File: src/rtl/crc_seq_ctrl.sv
// Frame sequencer for the nearest-neighbour correction datapath: sweeps the pixel
// index, tracks pipeline latency and emits write strobes/addresses aligned with dataout.
module crc_seq_ctrl #(
    parameter int unsigned NPIX     = 76800,
    parameter int unsigned PIPE_LAT = 5
) (
    input  logic        clk,
    input  logic        rst_n,
    input  logic        i_start,
    input  logic        i_pause,
    input  logic        i_abort,
    output logic [17:0] o_cnt,
    output logic        o_wr_en,
    output logic [17:0] o_wr_addr,
    output logic        o_busy,
    output logic        o_done
);

    localparam int unsigned CNT_W  = 18;
    localparam int unsigned WCNT_W = 19;
    localparam logic [CNT_W-1:0]  LAST_IDX = CNT_W'(NPIX - 1);
    localparam logic [WCNT_W-1:0] LAST_WR  = WCNT_W'(NPIX - 1);

    typedef enum logic [1:0] {
        S_IDLE  = 2'd0,
        S_RUN   = 2'd1,
        S_DRAIN = 2'd2,
        S_DONE  = 2'd3
    } state_t;

    state_t              r_state;
    logic [CNT_W-1:0]    r_cnt;
    logic [WCNT_W-1:0]   r_wr_cnt;
    logic [PIPE_LAT-1:0] r_vpipe;
    logic                r_busy;
    logic                r_done;

    logic w_issue;
    logic w_wr_en;
    logic w_last_wr;

    // Issue decision is made in the current cycle so a pause holds the index on cnt.
    assign w_issue   = (r_state == S_RUN) && !i_pause && !i_abort;
    assign w_wr_en   = r_vpipe[PIPE_LAT-1];
    assign w_last_wr = w_wr_en && (r_wr_cnt == LAST_WR);

    always_ff @(posedge clk or negedge rst_n) begin
        if (!rst_n) begin
            r_state  <= S_IDLE;
            r_cnt    <= '0;
            r_wr_cnt <= '0;
            r_vpipe  <= '0;
            r_busy   <= 1'b0;
            r_done   <= 1'b0;
        end else if (i_abort) begin
            r_state  <= S_IDLE;
            r_cnt    <= '0;
            r_wr_cnt <= '0;
            r_vpipe  <= '0;
            r_busy   <= 1'b0;
            r_done   <= 1'b0;
        end else begin
            r_done  <= 1'b0;
            r_vpipe <= PIPE_LAT'({r_vpipe, w_issue});
            if (w_wr_en) begin
                r_wr_cnt <= r_wr_cnt + WCNT_W'(1);
            end
            case (r_state)
                S_IDLE: begin
                    if (i_start) begin
                        r_state  <= S_RUN;
                        r_cnt    <= '0;
                        r_wr_cnt <= '0;
                        r_busy   <= 1'b1;
                    end
                end
                S_RUN: begin
                    // cnt parks on the last index once the sweep is complete.
                    if (w_issue) begin
                        if (r_cnt == LAST_IDX) begin
                            r_state <= S_DRAIN;
                        end else begin
                            r_cnt <= r_cnt + CNT_W'(1);
                        end
                    end
                end
                S_DRAIN: begin
                    if (w_last_wr) begin
                        r_state <= S_DONE;
                        r_busy  <= 1'b0;
                        r_done  <= 1'b1;
                    end
                end
                S_DONE: begin
                    r_state <= S_IDLE;
                end
                default: begin
                    r_state <= S_IDLE;
                end
            endcase
        end
    end

    assign o_cnt     = r_cnt;
    assign o_wr_en   = w_wr_en;
    assign o_wr_addr = r_wr_cnt[CNT_W-1:0];
    assign o_busy    = r_busy;
    assign o_done    = r_done;

endmodule

File: config.mk
export PLATFORM = sky130hd
export DESIGN_NAME = crc_seq_ctrl
export DESIGN_NICKNAME = d
export VERILOG_FILES = /design/src/rtl/crc_seq_ctrl.sv
export SDC_FILE = /design/constraint.sdc
export NUM_CORES = 1
export LEC_CHECK = 0
export ABC_AREA = 1
export CORE_UTILIZATION = 45
export DETAILED_ROUTE_END_ITERATION = 16
export GPL_TIMING_DRIVEN = 0
export HOLD_SLACK_MARGIN = 0.1
export PLACE_DENSITY = 0.69
export SYNTH_ARGS = -nofsm -noshare
export SYNTH_HDL_FRONTEND = slang
export SYNTH_SLANG_ARGS = --single-unit
File: constraint.sdc
create_clock -name clk -period 1.96 [get_ports clk]
set_input_delay 0.392 -clock clk [delete_from_list [all_inputs] [get_ports clk]]
set_output_delay 0.392 -clock clk [all_outputs]
set_load 0.05 [all_outputs]
# Word level (Yosys, flattened, before mapping)
# Index checks and enable logic that the tools add are counted.
# classes
reduce_logical	11
n_shift	0
eq_ne	10
muxes	23
add_sub_neg	2
n_lt_le_gt_ge	0
bitwise_logic	0
n_mul	0
div_mod_pow	0
# op_table
op	count
$mux 19	4
$mux 18	4
$pmux 18 s2	1
$add 19x1->19 const B	1
$eq 19x17->1 const B	1
$add 18x1->18 const B	1
$eq 18x17->1 const B	1
$ne 3x3->1 const B	4
$mux 2	5
$pmux 2 s4	1
$reduce_and 4->1	2
$mux 1	6
$reduce_bool 3->1	2
$mux 5	1
$eq 2x2->1 const B	2
$logic_and 1x1->1	3
$ne 3x2->1 const B	1
$reduce_and 3->1	1
$eq 2x1->1 const B	1
$logic_not 1->1	2
$logic_not 2->1	1
$pmux 1 s2	1
# word_totals
ram_bits	0
wordCells	52
rom_bits	0
output_inout_bits	39
n_memories	0
latchBits	0
input_bits	5
register_bits	46

# Depth between registers and ports, before layout
# Gate-level depths: netlist (run 1).
# depth
ltp_word	6
mapped_depth	10

# Least setup slack after synthesis (run 1)
# No wires, ideal clock.
# synth_timing
path_type	reg2reg
start	register r_cnt[0] (netlist: o_cnt[0])
end	register r_cnt[12] (netlist: o_cnt[12])
period_less_slack_ps	1999
setup_time_ps	83
stages_incl_launch_ff	11
path_slack_ps	-39
t_arrival_ps	1917
n_path_buf	2
t_required_ps	1877
path_cell_list	dfrtp_1 > ha_1 > nand2_1 > nor2_2 > and2_1 > buf_6 > nand3_4 > nand2_4 > buf_6 > nand2_1 > o21ai_0
# synth_between
elab_chain_cells	5
elab_cells_between_ends	8
# synth_rtl
element	line	rtl
from (decl)	32	logic [CNT_W-1:0] r_cnt;
from (signal assigned)	83	r_cnt <= r_cnt + CNT_W'(1);
$add 18x1->18	83	
$mux 18	80	if (r_cnt == LAST_IDX) begin
$mux 18	79	if (w_issue) begin
$pmux 18 s2	68	case (r_state)
$mux 18	55	end else if (i_abort) begin
# Parallel ways exist; a longest one is shown, timed or not. The select of a mux whose other input is x is not followed.
# A chain may end at the register's enable or synchronous reset.

# Worst setup path after layout (run 1)
# layout_timing
start	register r_cnt[3] (netlist: o_cnt[3])
end	output o_cnt[3]
# layout_lines
element	line	rtl
to (decl)	12	output logic [17:0] o_cnt,
# No word-level cell between the ends.

==> impl_metrics.toml, run 1 <==
[sta]
finClkSkew_ps = 7.69
hold_viol_final = 0
slew_violations = 0
min_period_over_period = 0.971
finalCriticalPeriod_ps = 1900
fmax_mhz = 526
setup_tns_ps = 0
tightest_slew_ps = 506
rsz0062_at_grt = "yes"
relSlewSlack = 0.662
setup_viol = 0

[clock_tree]
cts_htree_levels = 2
cts-buffers-inserted = 5
cts.clk_slew.worst_paths_ps = 90
clock-sinks = 46
cts_root_buffer = "clkbuf_8"
clk_path_buf_depth = 2
cts_tree = "done"
clk_latency_ps = 300

[synth]
ys_types = 31
synth_top_area_share = 0.412
synthesis.instances = 380
synthFlopType = "dfrtp_1"
yosysMostFrequentCell = "nand2_1"
async_flop_share = 1.00
synth_top_cells_by_area = "dfrtp_1, nand2_1, inv_1"
netlist_top_cells_count = "nand2_1, inv_1, nor2_1"
synth.avg_cell_area_um2 = 7.36
netlist_area_um2 = 2800
yosys.area.top_type = "dfrtp_1"
seq_area_frac_synth = 0.412
synth_edf_count = 0
synth-seq-cells = 46
yosysWarnings = 0
synthesis.nets = 390

[critical_path]
cp.required_ps = 1570
path_cells = "clkdlybuf4s50_1"
start_kind = "flip-flop"
cp_top_family = "buffers and inverters"
cp_slowest_cell = "clkdlybuf4s50_1"
cp_max_fo = 3
cp.arrival_ps = 1510
max_stage_delay_ps = 820
critPathKind = "reg2out"
endpoint_kind = "output port"
path_buf_inv = 1

[pwr]
clockPowerShare = 0.274
pwr-share-seq = 0.391
power_mw = 2.64
p_leak_nw = 1.78
comb_power_share = 0.334
cellPowerDensity_nw_per_um2 = 758
power.internal_mw = 1.68
switching_power_uw = 961
irDropWorstVdd_mv = 0.551
swShare = 0.364

[global_route]
grt_pass1_vias = 2313
antenna_found_initial = 0
grt_max_degree = 33
grt_usage = 0.206
grt_first_pass_wirelength_mm = 10.4
grt_overflow = 0

[cells_and_area]
nets = 448
drive_gt1_frac = 0.128
area_delta_synth_final_pct = 24.8
num_antenna_cells = 0
num-fill-cells = 588

[placement]
portBuffers = 43
gp_congestion = 0.870
post-dp-hpwl_mm = 4.48

[floorplan]
ioPinCount = 44
core-area_um2 = 5960
dieArea_um2 = 6530
fp.dieH_um = 80.8
die_w_um = 80.8
start_util = 0.469
fp-row-count = 28

[worst_hold_path]
worstHoldPathType = "reg2reg"

[run]
maxCapViolations = 0

[route]
dr.pass1.iters = 4
viasPerCell = 4.83
drt_iter0_markers = 103
vias = 2484
drc = 0
routed_wl_mm = 5.96
detail_route.wl_per_cell_um = 11.6
detail-route-antenna-nets = 0

[status]
outcome = "completed"
## layer usage
metal	track usage	vias up	routed length [µm]
met5	0	-	0
met2	0.345	50	2870
met3	0.0438	4	217
li1	-	1309	-
met1	0.268	1121	2840
met4	0.0571	0	34
## power groups by stage
stage          Clock, mW  Combinational (mW)  Sequential [mW]
2_1_floorplan          0               0.477             1.13
3_3_place_gp           0               0.751             1.07
3_5_place_dp           0               0.766             1.07
4_1_cts            0.746               0.764             1.05
5_1_grt            0.787               0.981             1.04
6_report           0.725               0.884             1.03
## worst paths after layout
| check | start | end | slack, ps | cells after the start |
|---|---|---|---|---|
| worst max-delay path | o_cnt[3] | o_cnt[3] | 60 | 1 |
| worst min-delay path | r_vpipe[1] | r_vpipe[2] | 460 | 2 |
| worst max register to register | r_state[1] | o_cnt[16] | 150 | 10 |
| worst min register to register | r_vpipe[1] | r_vpipe[2] | 460 | 2 |
| max in group asynchronous | rst_n | o_cnt[0] | 940 | 3 |
| min in group asynchronous | rst_n | r_wr_cnt[4] | 510 | 2 |
## area by class of cell
type | instances | area (µm²) | area share
Buffer | 24 | 179 | 0.0513
Clock inverter | 3 | 43.8 | 0.0126
Sequential cell | 46 | 1150 | 0.330
Inverter | 56 | 213 | 0.0610
Tap cell | 75 | 93.8 | 0.0269
Multi-Input combinational cell | 254 | 1270 | 0.365
Timing Repair Buffer | 51 | 465 | 0.133
Clock buffer | 5 | 68.8 | 0.0197
## cells in the final DEF (no fill, tap or decap), types with 10 or more instances in the layout
cell type / n
buf_4: 25
dfrtp_1: 45
nand3_1: 26
nand4_1: 18
nand2_1: 81
nor3_1: 10
dlygate4sd2_1: 32
nor2_1: 51
a21oi_1: 13
o21ai_0: 13
inv_1: 54
## state kept, by name (all words and copies together) (netlist names)
signal and count:
r_vpipe 5, r_state 2, o_cnt 18, o_done 1, o_busy 1, r_wr_cnt 19
## what timing repair did
action	4_1_cts	5_1_grt
resized for setup	32	9
endpoints found under the hold margin	14	0
setup buffers	0	6
endpoints found under the setup margin	32	22
hold buffers	1	0
pin swaps	0	1
## through the flow
stage	instances	setup slack, ps	instance area [µm²]	hold slack [ps]	utilization
2_1_floorplan	380	23.1	2800	96.4	-
3_3_place_gp	498	-1000	3320	438	0.558
3_5_place_dp	499	-88.6	3340	326	0.560
4_1_cts	508	26.8	3420	468	0.574
5_1_grt	514	-12.3	3490	493	0.586
6_report	514	57.1	3490	461	0.586
## kinds of logic after synthesis
| kind of cell | Yosys count | share of synthesized area |
|---|---|---|
| flops | 46 | 0.412 |
| buf+inv | 80 | 0.139 |
| compound gates | 35 | 0.0654 |
| simple gates | 206 | 0.336 |
| xor+xnor | 7 | 0.0219 |
| fa+ha+maj | 5 | 0.0224 |
| mux | 1 | 0.00358 |
(Power assumes the default switching activity.)
==> inputs of run 2 (changes only) <==
--- a/config.mk
+++ b/config.mk
@@ -6,11 +6,13 @@
 export NUM_CORES = 1
 export LEC_CHECK = 0
 export ABC_AREA = 1
+export CAP_MARGIN = 20
 export CORE_UTILIZATION = 45
 export DETAILED_ROUTE_END_ITERATION = 16
 export GPL_TIMING_DRIVEN = 0
 export HOLD_SLACK_MARGIN = 0.1
 export PLACE_DENSITY = 0.69
+export REMOVE_ABC_BUFFERS = 1
 export SYNTH_ARGS = -nofsm -noshare
 export SYNTH_HDL_FRONTEND = slang
 export SYNTH_SLANG_ARGS = --single-unit
==> impl_metrics.toml, run 2 (synthesized netlist as in run 1, its figures left out) <==
[placement]
gp_congestion = 0.862
post_dp_cell_area_um2 = 3160
portBuffers = 43
detailedPlace.worstSlack_ps = -697
post-dp-hpwl_mm = 4.40

[cells_and_area]
nets = 423
seqCellArea_um2 = 1150
top_register = "r_wr_cnt"
largest_register_ffs = 19
num-fill-cells = 563
area_delta_synth_final_pct = 20.2
layout_commonest_cell = "nand2_1"
drive_gt1_frac = 0.0870
postLayoutCellArea_um2 = 3360
mostFrequentLayoutCells = "nand2_1, inv_1, nor2_1, dfrtp_1, nand3_1"
multiInputGateArea_um2 = 1320
num_antenna_cells = 0

[sta]
hold_viol_final = 0
tightest_slew_ps = 523
setup_viol = 0
finClkSkew_ps = 12.0
setup_tns_ps = 0
setup_ws_ps = 49.7
timing.hold.ws_ps = 421
min_period_over_period = 0.975
fmax_mhz = 523
slew_violations = 0
relSlewSlack = 0.653
rsz0062_at_grt = "no"
finalCriticalPeriod_ps = 1910

[critical_path]
start_kind = "flip-flop"
cp.required_ps = 1570
path_cells = "clkdlybuf4s50_1"
critPathKind = "reg2out"
endpoint_kind = "output port"
path_buf_inv = 1
cp_max_fo = 4
cp.arrival_ps = 1520
max_stage_delay_ps = 810
cp_top_family = "buffers and inverters"
cp_slowest_cell = "clkdlybuf4s50_1"

[global_route]
grt_overflow = 0
grt_max_degree = 29
grt_pass1_vias = 2268
grt_first_pass_wirelength_mm = 10.0
grt_usage = 0.198
antenna_found_initial = 0

[clock_tree]
clk_path_buf_depth = 2
clk_latency_ps = 310
clock-sinks = 46
cts_htree_levels = 2
cts-buffers-inserted = 5
cts.clk_slew.worst_paths_ps = 100
cts_tree = "done"
cts_root_buffer = "clkbuf_8"

[floorplan]
start_util = 0.469
die_w_um = 80.8
fp.dieH_um = 80.8
core-area_um2 = 5960
dieArea_um2 = 6530
fp-row-count = 28
ioPinCount = 44

[pwr]
cellPowerDensity_nw_per_um2 = 749
comb_power_share = 0.347
pwr-share-seq = 0.419
swShare = 0.393
power_mw = 2.52
p_leak_nw = 1.78
irDropWorstVdd_mv = 0.528
clockPowerShare = 0.234
power.internal_mw = 1.53
switching_power_uw = 988

[route]
drt_iter0_markers = 115
detail_route.wl_per_cell_um = 12.3
detail-route-antenna-nets = 0
vias = 2475
dr.pass1.iters = 5
drc = 0
routed_wl_mm = 6.04
viasPerCell = 5.06

[status]
outcome = "completed"

[worst_hold_path]
worstHoldPathType = "in2reg"

[run]
maxCapViolations = 0
==> run 2: path summary, 6_finish.rpt <==
| check | start | cells past startpoint | slack (ps) | to |
|---|---|---|---|---|
| worst max register to register | r_state[0] | 9 | 140 | o_cnt[10] |
| worst max-delay path | r_wr_cnt[6] | 1 | 50 | o_wr_addr[6] |
| max in group asynchronous | rst_n | 3 | 860 | r_state[0] |
| min in group asynchronous | rst_n | 2 | 560 | r_wr_cnt[7] |
| worst min-delay path | i_abort | 2 | 420 | r_vpipe[2] |
| worst min register to register | r_vpipe[1] | 2 | 460 | r_vpipe[2] |
==> run 2: timing repair <==
item,in CTS,in global routing
hold buffers,1,0
setup endpoints to repair,50,41
pin swaps,0,1
hold endpoints to repair,18,0
resized for setup,23,28
buffers inserted,0,3
gates cloned,0,1
==> run 2: layer usage <==
layer | vias up | track usage | wire, µm
li1 | 1259 | - | -
met1 | 1127 | 0.254 | 2700
met2 | 79 | 0.329 | 2860
met3 | 10 | 0.0315 | 388
met4 | 0 | 0.0821 | 86
met5 | - | 0 | 0
==> run 2: final cells by class <==
| cell class | count | share of cell area |
|---|---|---|
| multi-input cells | 255 | 0.394 |
| clock buffers | 5 | 0.0205 |
| inverters | 56 | 0.0633 |
| repair buffers | 49 | 0.145 |
| clock inverters | 3 | 0.00633 |
| flip-flops and latches | 46 | 0.343 |
| well taps | 75 | 0.0279 |
==> run 2: metrics by stage <==
stage                     utilization  std cells
after floorplan                     -        356
after global routing            0.564        489
after CTS                       0.544        485
after detailed placement        0.531        476
after global placement          0.527        474
final                           0.564        489
==> run 2: power groups by stage <==
stage | Clock [mW] | Sequential, mW | Combinational (mW)
6_report | 0.589 | 1.05 | 0.873
5_1_grt | 0.642 | 1.06 | 0.963
4_1_cts | 0.606 | 1.05 | 0.728
3_5_place_dp | 0 | 1.06 | 0.727
3_3_place_gp | 0 | 1.06 | 0.700
2_1_floorplan | 0 | 1.13 | 0.435
==> inputs of run 3 (changes only) <==
--- a/config.mk
+++ b/config.mk
@@ -8,6 +8,7 @@
 export ABC_AREA = 1
 export CAP_MARGIN = 20
 export CORE_UTILIZATION = 45
+export CTS_CLUSTER_SIZE = 8
 export DETAILED_ROUTE_END_ITERATION = 16
 export GPL_TIMING_DRIVEN = 0
 export HOLD_SLACK_MARGIN = 0.1
==> constraint.sdc (replaced) <==
create_clock -name clk -period 1.96 [get_ports clk]
set_input_delay 0.392 -clock clk [delete_from_list [all_inputs] [get_ports clk]]
set_output_delay 0.392 -clock clk [all_outputs]
set_load 0.005 [all_outputs]
==> impl_metrics.toml, run 3 (synthesized netlist as in run 1, its figures left out) <==
[clock_tree]
clk_latency_ps = 310
cts_htree_levels = 2
cts_tree = "done"
clock-sinks = 46
clk_path_buf_depth = 2
cts_root_buffer = "clkbuf_8"
cts-buffers-inserted = 5
cts.clk_slew.worst_paths_ps = 90

[critical_path]
worst_path_most_repeated_cell = "nand2_1"
start_kind = "flip-flop"
cp_slowest_cell = "dfrtp_2"
path_buf_inv = 1
max_stage_delay_ps = 430
reg2reg_from = "r_state[0]"
cp_top_family = "simple AND/OR/NAND/NOR gates"
endpoint_kind = "flip-flop"
cp.required_ps = 2200
crit_start = "r_state[0]"
path_cells = "inv_1, ha_1, nand3_1, o21ai_4, nor2_4, nand2_1, o21ai_0, nand2_1, nor2_1"
cp_max_fo = 5
critPathKind = "reg2reg"
cp.arrival_ps = 2130

[sta]
setup_viol = 0
finalCriticalPeriod_ps = 1890
hold_viol_final = 0
tightest_slew_ps = 482
timing.hold.ws_ps = 418
finClkSkew_ps = 13.5
setup_tns_ps = 0
relSlewSlack = 0.679
fmax_mhz = 529
setup_ws_ps = 70.9
rsz0062_at_grt = "yes"
slew_violations = 0
min_period_over_period = 0.964

[route]
detail-route-antenna-nets = 0
drc = 0
detail_route.wl_per_cell_um = 12.2
routed_wl_mm = 5.98
dr.pass1.iters = 4
drt_iter0_markers = 93
viasPerCell = 5.05
vias = 2469

[worst_hold_path]
worstHoldPathType = "in2reg"
min_from = "i_abort"

[run]
maxCapViolations = 0

[cells_and_area]
mostFrequentLayoutCells = "nand2_1, inv_1, nor2_1, dfrtp_1, clkdlybuf4s50_1"
num_antenna_cells = 0
final_cells = 489
largest_register_ffs = 19
nets = 423
postLayoutCellArea_um2 = 3340
area_delta_synth_final_pct = 19.4
top_register = "r_wr_cnt"
drive_gt1_frac = 0.0845
layout_commonest_cell = "nand2_1"

[placement]
detailedPlace.worstSlack_ps = -697
gp_congestion = 0.862
post-place-cells = 476
post-dp-hpwl_mm = 4.40
portBuffers = 43
post_dp_cell_area_um2 = 3160

[floorplan]
ioPinCount = 44
start_util = 0.469
core-area_um2 = 5960
dieArea_um2 = 6530
fp-row-count = 28
fp.dieH_um = 80.8
die_w_um = 80.8

[global_route]
grt_pass1_vias = 2264
grt_max_degree = 29
grt_usage = 0.197
antenna_found_initial = 0
grt_overflow = 0
grt_first_pass_wirelength_mm = 9.98

[pwr]
irDropWorstVdd_mv = 0.458
cellPowerDensity_nw_per_um2 = 729
p_leak_nw = 1.44

[status]
outcome = "completed"
## run 3: cell count changes in the layout (fill, tap and decap cells not counted)
cell             previous run  this run
dlygate4sd2_1              18         0
nand3_2                     1         0
dlymetal6s2s_1             13         0
o21ai_4                     2         1
clkdlybuf4s50_1            10        41
o21ai_2                     0         1
nand3_1                    25        26
## run 3: path summary, 6_finish.rpt
| kind | to | slack (ps) | cells past startpoint |
|---|---|---|---|
| max in group asynchronous | o_cnt[0] | 870 | 3 |
| setup / recovery | o_cnt[10] | 70 | 9 |
| hold / removal | r_vpipe[2] | 420 | 2 |
| min in group asynchronous | r_wr_cnt[7] | 560 | 2 |
| setup reg to reg | o_cnt[10] | 70 | 9 |
| hold reg to reg | r_vpipe[2] | 460 | 2 |
## run 3: worst reg2reg max path: cells and delay by family, from the launching register on
| kind | cells | cell delay [ps] |
|---|---|---|
| AO/OA/AOI/OAI | 2 | 310 |
| adder cells (fa/ha/maj) | 1 | 240 |
| buffers and inverters | 1 | 80 |
| AND/OR/NAND/NOR | 5 | 770 |
| flip-flops | 1 | 430 |
## run 3: layout make-up
cell class	count	area, µm²
Sequential cell	46	1150
Tap cell	75	93.8
Inverter	56	213
Clock buffer	5	68.8
Multi-Input combinational cell	255	1310
Timing Repair Buffer	49	478
Fill cell	562	2620
Clock inverter	3	21.3
## run 3: layer usage
layer | track usage | share of wire | up-vias
met5 | 0 | 0 | -
met4 | 0.0821 | 0.017 | 0
met3 | 0.0315 | 0.045 | 10
met2 | 0.329 | 0.48 | 63
met1 | 0.253 | 0.46 | 1137
li1 | - | - | 1259
## run 3: through the flow
step            util  power [mW]
4_1_cts        0.548        2.31
3_3_place_gp   0.527        1.68
3_5_place_dp   0.531        1.71
6_report       0.561        2.43
5_1_grt        0.561        2.58
2_1_floorplan      -        1.49
## run 3: timing repair
item,in CTS,in global routing
gates cloned,0,1
pin swaps,0,1
hold buffers,1,0
buffers inserted,0,3
endpoints found under the setup margin,32,28
hold endpoints to repair,18,0
resized for setup,5,13
## run 3: report_power, final
group | total [mW] | switching, mW | internal (mW)
combinational | 0.787 | 0.506 | 0.281
sequential | 1.05 | 0.0556 | 0.999
clock | 0.592 | 0.341 | 0.251
